`config.mk`:
```
export PLATFORM = sky130hd
export DESIGN_NAME = config_port_arbiter_flat
export DESIGN_NICKNAME = d
export VERILOG_FILES = /design/src/rtl/config_port_arbiter_if.sv /design/src/rtl/config_port_arbiter.sv /design/src/flat_wrapper.sv
export SDC_FILE = /design/constraint.sdc
export NUM_CORES = 1
export LEC_CHECK = 0
export ABC_AREA = 1
export BUFFER_PORTS_ARGS = -buffer_cell sky130_fd_sc_hd__buf_2
export CAP_MARGIN = 20
export CORE_MARGIN = 2
export CORE_UTILIZATION = 51
export CTS_CLUSTER_SIZE = 16
export DETAILED_ROUTE_END_ITERATION = 8
export PLACE_DENSITY = 0.74
export SETUP_SLACK_MARGIN = 0.3
export SLEW_MARGIN = 10
export SYNTH_ARGS = -nofsm -noshare
export SYNTH_HDL_FRONTEND = slang
export SYNTH_SLANG_ARGS = --single-unit
```
`constraint.sdc`:
```
create_clock -name CLK -period 4 [get_ports CLK]
set_input_delay 0.8 -clock CLK [delete_from_list [all_inputs] [get_ports CLK]]
set_output_delay 0.8 -clock CLK [all_outputs]
set_load 0.02 [all_outputs]
```
`src/rtl/config_port_arbiter_if.sv`:
```
// Bundle of configuration-source request signals and ConfigFSM-facing write stream
// for config_port_arbiter; slave = arbiter side, master = sources/sink side.
interface config_port_arbiter_if #(
  parameter int NumChannels = 3,
  parameter int DataWidth   = 32,
  parameter int OwnerWidth  = 2
);
  logic [NumChannels-1:0]           Active;
  logic [NumChannels*DataWidth-1:0] WriteData;
  logic [NumChannels-1:0]           WriteStrobe;
  logic                             ConfigBusy;
  logic [DataWidth-1:0]             ConfigWriteData;
  logic                             ConfigWriteStrobe;
  logic [OwnerWidth-1:0]            Owner;
  logic                             OwnerValid;
  logic                             FSM_Reset;
  logic [15:0]                      DropCount;
  logic                             Overflow;

  modport slave (
    input  Active, WriteData, WriteStrobe, ConfigBusy,
    output ConfigWriteData, ConfigWriteStrobe, Owner, OwnerValid,
           FSM_Reset, DropCount, Overflow
  );

  modport master (
    output Active, WriteData, WriteStrobe, ConfigBusy,
    input  ConfigWriteData, ConfigWriteStrobe, Owner, OwnerValid,
           FSM_Reset, DropCount, Overflow
  );
endinterface

```
`src/rtl/config_port_arbiter.sv`:
```
// N-channel fixed-priority, sticky-ownership configuration-port arbiter with word FIFO.
// Optional statistics (DropCount/Overflow) are built only when CONFIG_ARB_STATS_EN is defined.
module config_port_arbiter #(
  parameter int NumChannels   = 3,
  parameter int DataWidth     = 32,
  parameter int FifoDepth     = 4,
  parameter int ReleaseCycles = 4,
  parameter int OwnerWidth    = 2
) (
  input logic                 CLK,
  input logic                 resetn,
  config_port_arbiter_if.slave bus
);
  localparam int PtrW = $clog2(FifoDepth);
  localparam int CntW = $clog2(ReleaseCycles + 1);

  typedef enum logic [1:0] {
    ST_IDLE    = 2'd0,
    ST_OWNED   = 2'd1,
    ST_RELEASE = 2'd2
  } state_e;

  state_e                  state_q, state_d;
  logic [OwnerWidth-1:0]   owner_q, owner_d;
  logic                    owner_valid_q, owner_valid_d;
  logic                    fsm_reset_q, fsm_reset_d;
  logic [CntW-1:0]         rel_cnt_q, rel_cnt_d;

  logic                    owner_active_s;
  logic                    owner_stb_s;
  logic [DataWidth-1:0]    owner_data_s;

  logic [DataWidth-1:0]    mem_q [FifoDepth];
  logic [PtrW:0]           wr_ptr_q, wr_ptr_d;
  logic [PtrW:0]           rd_ptr_q, rd_ptr_d;
  logic                    empty_s, full_s;
  logic                    accept_s, pop_fifo_s, bypass_s, push_req_s, push_s;

  logic [DataWidth-1:0]    cw_data_q, cw_data_d;
  logic                    cw_strobe_q, cw_strobe_d;

  function automatic logic [OwnerWidth-1:0] lowest_idx(input logic [NumChannels-1:0] req);
    logic [OwnerWidth-1:0] idx;
    idx = '0;
    for (int i = NumChannels - 1; i >= 0; i--) begin
      idx = req[i] ? OwnerWidth'(i) : idx;
    end
    return idx;
  endfunction

  // Select the current owner's Active, strobe and data lanes.
  always_comb begin
    owner_active_s = 1'b0;
    owner_stb_s    = 1'b0;
    owner_data_s   = '0;
    for (int i = 0; i < NumChannels; i++) begin
      if (owner_q == OwnerWidth'(i)) begin
        owner_active_s = bus.Active[i];
        owner_stb_s    = bus.WriteStrobe[i];
        owner_data_s   = bus.WriteData[i*DataWidth +: DataWidth];
      end else begin
        owner_active_s = owner_active_s;
      end
    end
  end

  // Ownership FSM next-state: grant, hold, release hold-off and re-arbitration.
  always_comb begin
    state_d       = state_q;
    owner_d       = owner_q;
    owner_valid_d = owner_valid_q;
    fsm_reset_d   = 1'b0;
    rel_cnt_d     = rel_cnt_q;
    case (state_q)
      ST_IDLE: begin
        if (|bus.Active) begin
          owner_d       = lowest_idx(bus.Active);
          owner_valid_d = 1'b1;
          fsm_reset_d   = 1'b1;
          rel_cnt_d     = '0;
          state_d       = ST_OWNED;
        end else begin
          state_d = ST_IDLE;
        end
      end
      ST_OWNED: begin
        if (!owner_active_s) begin
          rel_cnt_d = CntW'(1);
          state_d   = ST_RELEASE;
        end else begin
          rel_cnt_d = '0;
        end
      end
      ST_RELEASE: begin
        if (owner_active_s) begin
          rel_cnt_d = '0;
          state_d   = ST_OWNED;
        end else if (rel_cnt_q >= CntW'(ReleaseCycles)) begin
          // Owner is inactive here, so any set Active bit is a different channel.
          rel_cnt_d = '0;
          if (|bus.Active) begin
            owner_d       = lowest_idx(bus.Active);
            owner_valid_d = 1'b1;
            fsm_reset_d   = 1'b1;
            state_d       = ST_OWNED;
          end else begin
            owner_d       = '0;
            owner_valid_d = 1'b0;
            state_d       = ST_IDLE;
          end
        end else begin
          rel_cnt_d = rel_cnt_q + CntW'(1);
        end
      end
      default: begin
        state_d       = ST_IDLE;
        owner_d       = '0;
        owner_valid_d = 1'b0;
        rel_cnt_d     = '0;
      end
    endcase
  end

  // Ownership FSM state register.
  always_ff @(posedge CLK or negedge resetn) begin
    if (!resetn) begin
      state_q       <= ST_IDLE;
      owner_q       <= '0;
      owner_valid_q <= 1'b0;
      fsm_reset_q   <= 1'b0;
      rel_cnt_q     <= '0;
    end else begin
      state_q       <= state_d;
      owner_q       <= owner_d;
      owner_valid_q <= owner_valid_d;
      fsm_reset_q   <= fsm_reset_d;
      rel_cnt_q     <= rel_cnt_d;
    end
  end

  assign empty_s    = (wr_ptr_q == rd_ptr_q);
  assign full_s     = (wr_ptr_q[PtrW] != rd_ptr_q[PtrW]) &&
                      (wr_ptr_q[PtrW-1:0] == rd_ptr_q[PtrW-1:0]);
  assign accept_s   = owner_valid_q && owner_stb_s;
  assign pop_fifo_s = !empty_s && !bus.ConfigBusy;
  // An empty FIFO lets an accepted word go straight to the output register.
  assign bypass_s   = accept_s && empty_s && !bus.ConfigBusy;
  assign push_req_s = accept_s && !bypass_s;
  assign push_s     = push_req_s && (!full_s || pop_fifo_s);

  // FIFO pointer and output-stage next-state.
  always_comb begin
    wr_ptr_d    = wr_ptr_q;
    rd_ptr_d    = rd_ptr_q;
    cw_data_d   = cw_data_q;
    cw_strobe_d = 1'b0;
    if (push_s) begin
      wr_ptr_d = wr_ptr_q + {{PtrW{1'b0}}, 1'b1};
    end else begin
      wr_ptr_d = wr_ptr_q;
    end
    if (pop_fifo_s) begin
      rd_ptr_d    = rd_ptr_q + {{PtrW{1'b0}}, 1'b1};
      cw_data_d   = mem_q[rd_ptr_q[PtrW-1:0]];
      cw_strobe_d = 1'b1;
    end else if (bypass_s) begin
      cw_data_d   = owner_data_s;
      cw_strobe_d = 1'b1;
    end else begin
      cw_strobe_d = 1'b0;
    end
  end

  // FIFO storage; contents are don't-care until written, so no reset.
  always_ff @(posedge CLK) begin
    if (push_s) begin
      mem_q[wr_ptr_q[PtrW-1:0]] <= owner_data_s;
    end
  end

  // FIFO pointers and registered write stream.
  always_ff @(posedge CLK or negedge resetn) begin
    if (!resetn) begin
      wr_ptr_q    <= '0;
      rd_ptr_q    <= '0;
      cw_data_q   <= '0;
      cw_strobe_q <= 1'b0;
    end else begin
      wr_ptr_q    <= wr_ptr_d;
      rd_ptr_q    <= rd_ptr_d;
      cw_data_q   <= cw_data_d;
      cw_strobe_q <= cw_strobe_d;
    end
  end

  assign bus.ConfigWriteData   = cw_data_q;
  assign bus.ConfigWriteStrobe = cw_strobe_q;
  assign bus.Owner             = owner_q;
  assign bus.OwnerValid        = owner_valid_q;
  assign bus.FSM_Reset         = fsm_reset_q;

`ifdef CONFIG_ARB_STATS_EN
  logic [15:0] drop_cnt_q, drop_cnt_d;
  logic        overflow_q, overflow_d;
  logic        ovf_s;
  logic [4:0]  drops_s;
  logic [16:0] drop_sum_s;

  function automatic logic [4:0] popcount(input logic [NumChannels-1:0] v);
    logic [4:0] c;
    c = 5'd0;
    for (int i = 0; i < NumChannels; i++) begin
      c = c + {4'd0, v[i]};
    end
    return c;
  endfunction

  assign ovf_s      = push_req_s && full_s && !pop_fifo_s;
  // Every strobe bit is a drop except the one word that actually got stored or issued.
  assign drops_s    = popcount(bus.WriteStrobe) - {4'd0, (accept_s && !ovf_s)};
  assign drop_sum_s = {1'b0, drop_cnt_q} + {12'd0, drops_s};

  // Saturating drop counter and sticky overflow next-state.
  always_comb begin
    drop_cnt_d = drop_cnt_q;
    overflow_d = overflow_q || ovf_s;
    if (drop_sum_s[16]) begin
      drop_cnt_d = 16'hFFFF;
    end else begin
      drop_cnt_d = drop_sum_s[15:0];
    end
  end

  // Statistics registers.
  always_ff @(posedge CLK or negedge resetn) begin
    if (!resetn) begin
      drop_cnt_q <= 16'd0;
      overflow_q <= 1'b0;
    end else begin
      drop_cnt_q <= drop_cnt_d;
      overflow_q <= overflow_d;
    end
  end

  assign bus.DropCount = drop_cnt_q;
  assign bus.Overflow  = overflow_q;
`else
  assign bus.DropCount = 16'd0;
  assign bus.Overflow  = 1'b0;
`endif

endmodule

```
`src/flat_wrapper.sv`:
```
// flat-port wrapper written by rule: the top's interface ports become plain ports
module config_port_arbiter_flat 
#(
  parameter int NumChannels   = 3,
  parameter int DataWidth     = 32,
  parameter int FifoDepth     = 4,
  parameter int ReleaseCycles = 4,
  parameter int OwnerWidth    = 2
)
  (CLK, resetn, bus_Active, bus_WriteData, bus_WriteStrobe, bus_ConfigBusy, bus_ConfigWriteData, bus_ConfigWriteStrobe, bus_Owner, bus_OwnerValid, bus_FSM_Reset, bus_DropCount, bus_Overflow);
  config_port_arbiter_if #(.NumChannels(NumChannels), .DataWidth(DataWidth), .OwnerWidth(OwnerWidth)) bus_i ();
  input logic CLK;
  input logic resetn;
  input wire logic [$bits(bus_i.Active)-1:0] bus_Active;
  input wire logic [$bits(bus_i.WriteData)-1:0] bus_WriteData;
  input wire logic [$bits(bus_i.WriteStrobe)-1:0] bus_WriteStrobe;
  input wire logic [$bits(bus_i.ConfigBusy)-1:0] bus_ConfigBusy;
  output wire logic [$bits(bus_i.ConfigWriteData)-1:0] bus_ConfigWriteData;
  output wire logic [$bits(bus_i.ConfigWriteStrobe)-1:0] bus_ConfigWriteStrobe;
  output wire logic [$bits(bus_i.Owner)-1:0] bus_Owner;
  output wire logic [$bits(bus_i.OwnerValid)-1:0] bus_OwnerValid;
  output wire logic [$bits(bus_i.FSM_Reset)-1:0] bus_FSM_Reset;
  output wire logic [$bits(bus_i.DropCount)-1:0] bus_DropCount;
  output wire logic [$bits(bus_i.Overflow)-1:0] bus_Overflow;
  assign bus_i.Active = bus_Active;
  assign bus_i.WriteData = bus_WriteData;
  assign bus_i.WriteStrobe = bus_WriteStrobe;
  assign bus_i.ConfigBusy = bus_ConfigBusy;
  assign bus_ConfigWriteData = bus_i.ConfigWriteData;
  assign bus_ConfigWriteStrobe = bus_i.ConfigWriteStrobe;
  assign bus_Owner = bus_i.Owner;
  assign bus_OwnerValid = bus_i.OwnerValid;
  assign bus_FSM_Reset = bus_i.FSM_Reset;
  assign bus_DropCount = bus_i.DropCount;
  assign bus_Overflow = bus_i.Overflow;
  config_port_arbiter #(.NumChannels(NumChannels), .DataWidth(DataWidth), .FifoDepth(FifoDepth), .ReleaseCycles(ReleaseCycles), .OwnerWidth(OwnerWidth)) u_core (.CLK(CLK), .resetn(resetn), .bus(bus_i));
endmodule
```
==> results.json, run 1 <==
{
  "yosysSeqAreaShare_pct": 58.72,
  "coreArea_mm2": 0.01652,
  "syn_area_mm2": 0.008591,
  "dpl.cell_count": 1297,
  "leakagePower_nw": 4.775,
  "synth_edf_count": 128,
  "die_area_mm2": 0.01790,
  "cts.sinks": 176,
  "cts_resized": 0,
  "synth_most_common_cell": "nand2_1",
  "layout.cells.non_filler": 1330,
  "fill_cells": 1390,
  "antenna_cells": 0,
  "synth-simple-area-share_pct": 28.08,
  "fp-row-count": 47,
  "tns_ns": 0,
  "antenna_found_initial": 0,
  "cp.arrival_ns": 3.24,
  "drive_gt1_share_pct": 17.93,
  "cap_violations": 0,
  "hold_ws_ns": 0.4106,
  "cts_tree": "built",
  "min_path_type": "in -> async",
  "dr.first_iter.drc_count": 789,
  "start_util_pct": 51.99,
  "synthesis.instances": 973,
  "drv_slew": 0,
  "yosys.area_share.adder_pct": 1.602,
  "htreeDepth": 4,
  "status": "finished clean",
  "syn2layout_area_growth_pct": 17.00,
  "setup_viol": 0,
  "wl_um": 20510,
  "avgViaCountPerCell": 5.130,
  "rsz0062_at_grt": "no",
  "synth.avg_cell_area_um2": 8.829,
  "grtUsageTotal_pct": 23.47,
  "finalCritPeriodShare_pct": 79.65,
  "clock-root-buffer": "clkbuf_16",
  "nets": 1213,
  "gp_congestion": 0.8183,
  "die_w_um": 133.8,
  "clk_path_buf_depth": 2,
  "timing.final.ws_setup_ns": 0.8140,
  "fin_worst_skew_ns": 0.01313,
  "critPathKind": "reg -> reg",
  "power.density_mw_per_mm2": 805.1,
  "cts_hold_buf": 0,
  "relSlewSlack_pct": 36.96,
  "first_pass_iters": 5,
  "yosys.area_share.xor_xnor_pct": 0.3059,
  "hold_violations": 0,
  "yosys_warnings": 0,
  "synthTopCellsByArea": "edfxtp_1, dfrtp_1, nand2_1, nand3_1, nor2_1",
  "ys_types": 27,
  "worst_pin_slew_ns": 0.9445,
  "yosysTopAreaCell": "edfxtp_1",
  "top_level_ports": 159,
  "vias": 6823,
  "worst_ep_required_time_ns": 4.05,
  "worstPathMaxFanout": 32,
  "hpwlAfterDp_um": 12970,
  "ir_drop_uv": 378.1,
  "clk_pin_slew_worst_paths_ns": 0.06,
  "die_h_um": 133.8,
  "drc": 0,
  "worstSetupStartpointType": "flip-flop",
  "synth-compound-area-share_pct": 2.491,
  "synth-main-ff-cell": "edfxtp_1",
  "wire_per_inst_um": 15.42,
  "cts_setup_buffers": 0,
  "grt_pass1_vias": 6413,
  "grt-ovfl-total": 0,
  "synth_top_area_share_pct": 44.74,
  "io_buffers": 141,
  "ys_async_sr_fraction_pct": 27.27,
  "postRouteAntennaNets": 0,
  "grt_pass1_wl_um": 32660,
  "synth-seq-cells": 176,
  "synth_mux_area_share_pct": 0,
  "grt_start_max_net_pins": 67,
  "endpoint_kind": "flip-flop",
  "synth_top_family_by_area": "simple AND/OR/NAND/NOR gates",
  "place_ws_ns": 0.8663,
  "fin_crit_ns": 3.186,
  "clock.fmax_ghz": 0.3139,
  "numCtsBuffers": 17,
  "worstSkewPairLatency_ns": 0.43,
  "synth_commonest_cells": "nand2_1, nand3_1, edfxtp_1, nor2_1, inv_1"
}
==> sequential cells by signal, indices dropped and copies added (netlist names) <==
signal,count
u_core.bus.ConfigWriteData,32
u_core.wr_ptr_q,3
u_core.bus.OwnerValid,1
u_core.bus.Owner,2
u_core.bus.ConfigWriteStrobe,1
u_core.rel_cnt_q,3
u_core.state_q,2
u_core.mem_q,128
u_core.bus.FSM_Reset,1
u_core.rd_ptr_q,3
==> path summary, 6_finish.rpt <==
check                           cells past startpoint                                   endpoint  slack (ns)                             from
worst max register to register                      8               u_core.mem_q[0][5]$_DFFE_PP_        0.81  u_core.bus.Owner[0]$_DFFE_PN0P_
worst min register to register                      2             u_core.rd_ptr_q[2]$_DFFE_PN0N_        0.50   u_core.rd_ptr_q[2]$_DFFE_PN0N_
worst min-delay path                                1  u_core.bus.ConfigWriteData[8]$_DFFE_PN0P_        0.41                           resetn
min in group CLK                                    2             u_core.rd_ptr_q[2]$_DFFE_PN0N_        0.50   u_core.rd_ptr_q[2]$_DFFE_PN0N_
worst max-delay path                                8               u_core.mem_q[0][5]$_DFFE_PP_        0.81  u_core.bus.Owner[0]$_DFFE_PN0P_
max in group asynchronous                           2             u_core.rd_ptr_q[0]$_DFFE_PN0N_        2.72                           resetn
==> per-stage QoR <==
| step | utilization (%) | power (W) | cell area [um2] |
|---|---|---|---|
| after floorplan | - | 0.005362 | 8651 |
| after global placement | 57.01 | 0.006300 | 9420 |
| after detailed placement | 57.01 | 0.006376 | 9420 |
| after CTS | 60.70 | 0.008111 | 10030 |
| after global routing | 60.82 | 0.008670 | 10050 |
| final | 60.82 | 0.008092 | 10050 |
==> placed cells by master (no fill, tap or decap), drive strengths merged <==
master	count
a21oi	1
buf	157
bufinv	4
clkbuf	25
clkinv	4
conb	17
dfrtp	48
edfxtp	128
ha	11
inv	98
nand2	308
nand3	153
nand3b	1
nand4	13
nor2	98
nor3	1
nor4	1
o21ai	28
o22ai	11
xnor2	1
xor2	2
==> layout make-up <==
type	count	area (um2)	share of cell area, %
Timing Repair Buffer	157	863.3	8.590
Clock buffer	25	475.5	4.730
Inverter	99	371.6	3.697
Multi-Input combinational cell	646	2884	28.69
Sequential cell	176	5046	50.21
Clock inverter	7	135.1	1.344
Tap cell	220	275.3	2.739
==> critical path: stages, from the launching register on <==
cell and delay, ns:
dfrtp_1 0.58, inv_2 0.31, nand3_1 0.11, nand3_1 0.44, nand2_1 0.14, nor2_1 0.25, nand2_1 0.33, nor2_4 0.18
buf_4 0.46
==> per-layer routing <==
layer  wire (um)  vias to the layer above  global-route usage, %
met4         176                        0                  7.506
li1            -                     3375                      -
met1        8568                     3175                  30.39
met5           0                        -                      0
met3        1271                       14                  3.779
met2       10490                      259                  40.66
==> cell families after synthesis <==
family | count (synthesis)
xor gates and xnor gates | 3
AOI/OAI and AO/OA | 40
buffers and inverters | 167
adders and majority gates | 11
DFF | 176
and+or+nand+nor | 575
other | 1
==> power by group <==
group          internal, W  leakage (nW)  total [W]  switching (W)
logic              0.00101          2.72    0.00343        0.00243
registers          0.00269          1.75    0.00293       0.000247
clock network      0.00108         0.299    0.00172       0.000646
total              0.00477          4.78    0.00809        0.00332
No activity file was read; power rests on OpenSTA's default activity.
==> run 2: changes to the inputs <==
- ABC_AREA: 1 -> 0
- PLACE_DENSITY: 0.74 -> 0.75
- clock period: 4 -> 3.2 ns (I/O delays scaled with it)
==> run 2 against run 1 <==
Compared with the run above: count of clock-buffer cells in the layout down 7; area after synthesis shrank 4.9%; flip-flop and latch count did not move; global-route usage grew 0.65 points; critical path type unchanged; critical endpoint is now u_core.bus.ConfigWriteData[19]$_DFFE_PN0P_; largest cell class unchanged.
==> results.json, run 2 <==
{
  "clk_pin_slew_worst_paths_ns": 0.07,
  "drive_gt1_share_pct": 35.24,
  "ir_drop_uv": 600.8,
  "p_comb_share_pct": 40.7,
  "cts.sinks": 176,
  "sw_frac_of_total_pct": 38.07,
  "synth_edf_count": 128,
  "grt_pass1_vias": 5611,
  "top_usage_layer": "met2",
  "start_util_pct": 51.82,
  "numCtsBuffers": 17,
  "synth_most_common_cell": "edfxtp_1",
  "reg2reg_slack_ns": 0.73,
  "cts_tree": "built",
  "syn_area_mm2": 0.008173,
  "cap_violations": 0,
  "worstSkewPairLatency_ns": 0.43,
  "gp_congestion": 0.8002,
  "cts_resized": 0,
  "drc": 0,
  "grtUsageTotal_pct": 24.12,
  "worstPathMaxFanout": 24,
  "worstRegToRegCells": 5,
  "path_cells": "nor2b_4, buf_4, o2bb2ai_1, nor4_1, nor3_1",
  "worst_path_largest_cell_delay_ns": 0.75,
  "yosys.area_share.xor_xnor_pct": 0.8573,
  "worstSetupStartpointType": "flip-flop",
  "layout_commonest_cell": "buf_2",
  "reg2reg_from": "u_core.bus.Owner[1]$_DFFE_PN0P_",
  "die_h_um": 130.6,
  "met2_usage_pct": 39.28,
  "yosys.area_share.adder_pct": 1.684,
  "dr.first_iter.drc_count": 538,
  "tns_ns": 0,
  "top_level_ports": 159,
  "synth.avg_cell_area_um2": 14.83,
  "power_switching_w": 0.003831,
  "synth-compound-area-share_pct": 10.79,
  "synth-seq-cells": 176,
  "yosys_warnings": 0,
  "crit_family": "simple AND/OR/NAND/NOR gates",
  "htreeDepth": 4,
  "clk_path_buf_depth": 2,
  "avgViaCountPerCell": 6.174,
  "leakagePower_nw": 3.497,
  "cp.arrival_ns": 2.80,
  "met3_usage_pct": 7.370,
  "finalCritPeriodShare_pct": 77.09,
  "cp_slowest_cell": "dfrtp_2",
  "wl_um": 20170,
  "relSlewSlack_pct": 54.25,
  "synthTopCellsByArea": "edfxtp_1, dfrtp_1, mux4_2, mux2i_1, o2bb2ai_1",
  "worst_pin_slew_ns": 0.6863,
  "synth_top_family_by_area": "multiplexers",
  "drv_slew": 0,
  "synth_top_area_share_pct": 47.03,
  "timing.final.ws_setup_ns": 0.7331,
  "rsz0062_at_grt": "no",
  "status": "finished clean",
  "ys_async_sr_fraction_pct": 27.27,
  "ys_types": 42,
  "fin_crit_ns": 2.467,
  "synth-main-ff-cell": "edfxtp_1",
  "cp_num_buf_inv": 1,
  "r2r-end": "u_core.bus.ConfigWriteData[19]$_DFFE_PN0P_",
  "worst_ep_required_time_ns": 3.53,
  "postRouteAntennaNets": 0,
  "wire_per_inst_um": 21.99,
  "fin_worst_skew_ns": 0.008614,
  "synthesis.instances": 551,
  "syn2layout_area_growth_pct": 19.23,
  "largest_reg_flops": 128,
  "coreArea_mm2": 0.01577,
  "yosysSeqAreaShare_pct": 61.73,
  "fin_util_pct": 61.79,
  "antenna_cells": 0,
  "clock.fmax_ghz": 0.4054,
  "grt_pass1_wl_um": 30400,
  "hold_violations": 0,
  "vias": 5662,
  "first_pass_iters": 5,
  "clock-root-buffer": "clkbuf_16",
  "io_buffers": 141,
  "seq_power_share_pct": 37.7,
  "startpoint": "u_core.bus.Owner[1]$_DFFE_PN0P_",
  "power.density_mw_per_mm2": 1033,
  "yosysTopAreaCell": "edfxtp_1",
  "most-common-layout-cells": "buf_2, edfxtp_1, dfrtp_1",
  "grt_start_max_net_pins": 41,
  "place_ws_ns": 0.7512,
  "setup_viol": 0,
  "hold_ws_ns": 0.09199,
  "min_path_type": "in -> async",
  "hpwlAfterDp_um": 12900,
  "synth-simple-area-share_pct": 6.568,
  "synth_commonest_cells": "edfxtp_1, dfrtp_1, mux2i_1, nor3_1, o22ai_1",
  "nets": 804,
  "clkPwrFrac_pct": 21.6,
  "fp-row-count": 46,
  "cts_hold_buf": 0,
  "grt-ovfl-total": 0,
  "antenna_found_initial": 0,
  "met1_usage_pct": 29.93,
  "die_area_mm2": 0.01705,
  "endpoint_kind": "flip-flop",
  "synth_mux_area_share_pct": 13.79,
  "die_w_um": 130.6,
  "internal_power_w": 0.006231,
  "cts_setup_buffers": 0,
  "critPathKind": "reg -> reg"
}
==> run 2: changes by cell type after synthesis, sizes merged, moves of 11 or more <==
cell | previous run | this run
nor2 | 98 | 4
mux2i | 0 | 35
nand2 | 308 | 5
inv | 98 | 7
o21ai | 28 | 5
a211oi | 0 | 32
o2bb2ai | 0 | 33
nor4 | 1 | 32
mux4 | 0 | 32
nand3 | 153 | 5
nand4 | 13 | 2
o22ai | 11 | 34
nor3 | 1 | 35
==> run 2: how the worst max path moves through the flow <==
stage                                                            end  slack [ns]  depth (start not counted)
final                     u_core.bus.ConfigWriteData[19]$_DFFE_PN0P_        0.73                          5
after floorplan                         u_core.mem_q[0][0]$_DFFE_PP_        0.63                          5
after global placement                 u_core.mem_q[1][28]$_DFFE_PP_        0.84                          6
after CTS                 u_core.bus.ConfigWriteData[10]$_DFFE_PN0P_        0.75                          5
after detailed placement  u_core.bus.ConfigWriteData[10]$_DFFE_PN0P_        0.75                          5
after global routing      u_core.bus.ConfigWriteData[14]$_DFFE_PN0P_        0.59                          5
==> run 2: cells by family (layout without fill, tap and decap cells) <==
group	Yosys count	in the layout
fa+ha+maj	11	11
flops	176	176
xor+xnor	8	8
mux	72	72
other cells	1	17
buf+inv	72	206
simple gates	96	96
compound gates	115	115
==> run 2: power by group through the flow <==
stage                     sequential [W]  combinational (W)  clock [W]
after floorplan                  0.00396            0.00260          0
after global placement           0.00377            0.00388          0
after detailed placement         0.00381            0.00403          0
after CTS                        0.00378            0.00407    0.00218
after global routing             0.00385            0.00442    0.00227
final                            0.00379            0.00410    0.00217
==> run 2: metal layers <==
layer / wire [um] / share of wire [%]
met5: 0 / 0
met4: 552 / 2.7
met3: 1782 / 8.8
met2: 10080 / 50
met1: 7750 / 38
==> run 2: metrics by stage <==
step / instance area [um2] / total power [W] / cells
after floorplan: 8233 / 0.006568 / 567
after global placement: 9107 / 0.007653 / 884
after detailed placement: 9107 / 0.007840 / 884
after CTS: 9724 / 0.01003 / 916
after global routing: 9744 / 0.01054 / 917
final: 9744 / 0.01006 / 917
==> run 2: final cells by class <==
| cell class | instances | area (um2) |
|---|---|---|
| inverter | 7 | 26.28 |
| multi-input combinational | 319 | 2843 |
| timing repair buffer | 167 | 938.4 |
| clock inverter | 14 | 187.7 |
| tap | 216 | 270.3 |
| sequential | 176 | 5050 |
| fill | 1164 | 6026 |
| clock buffer | 18 | 429.2 |
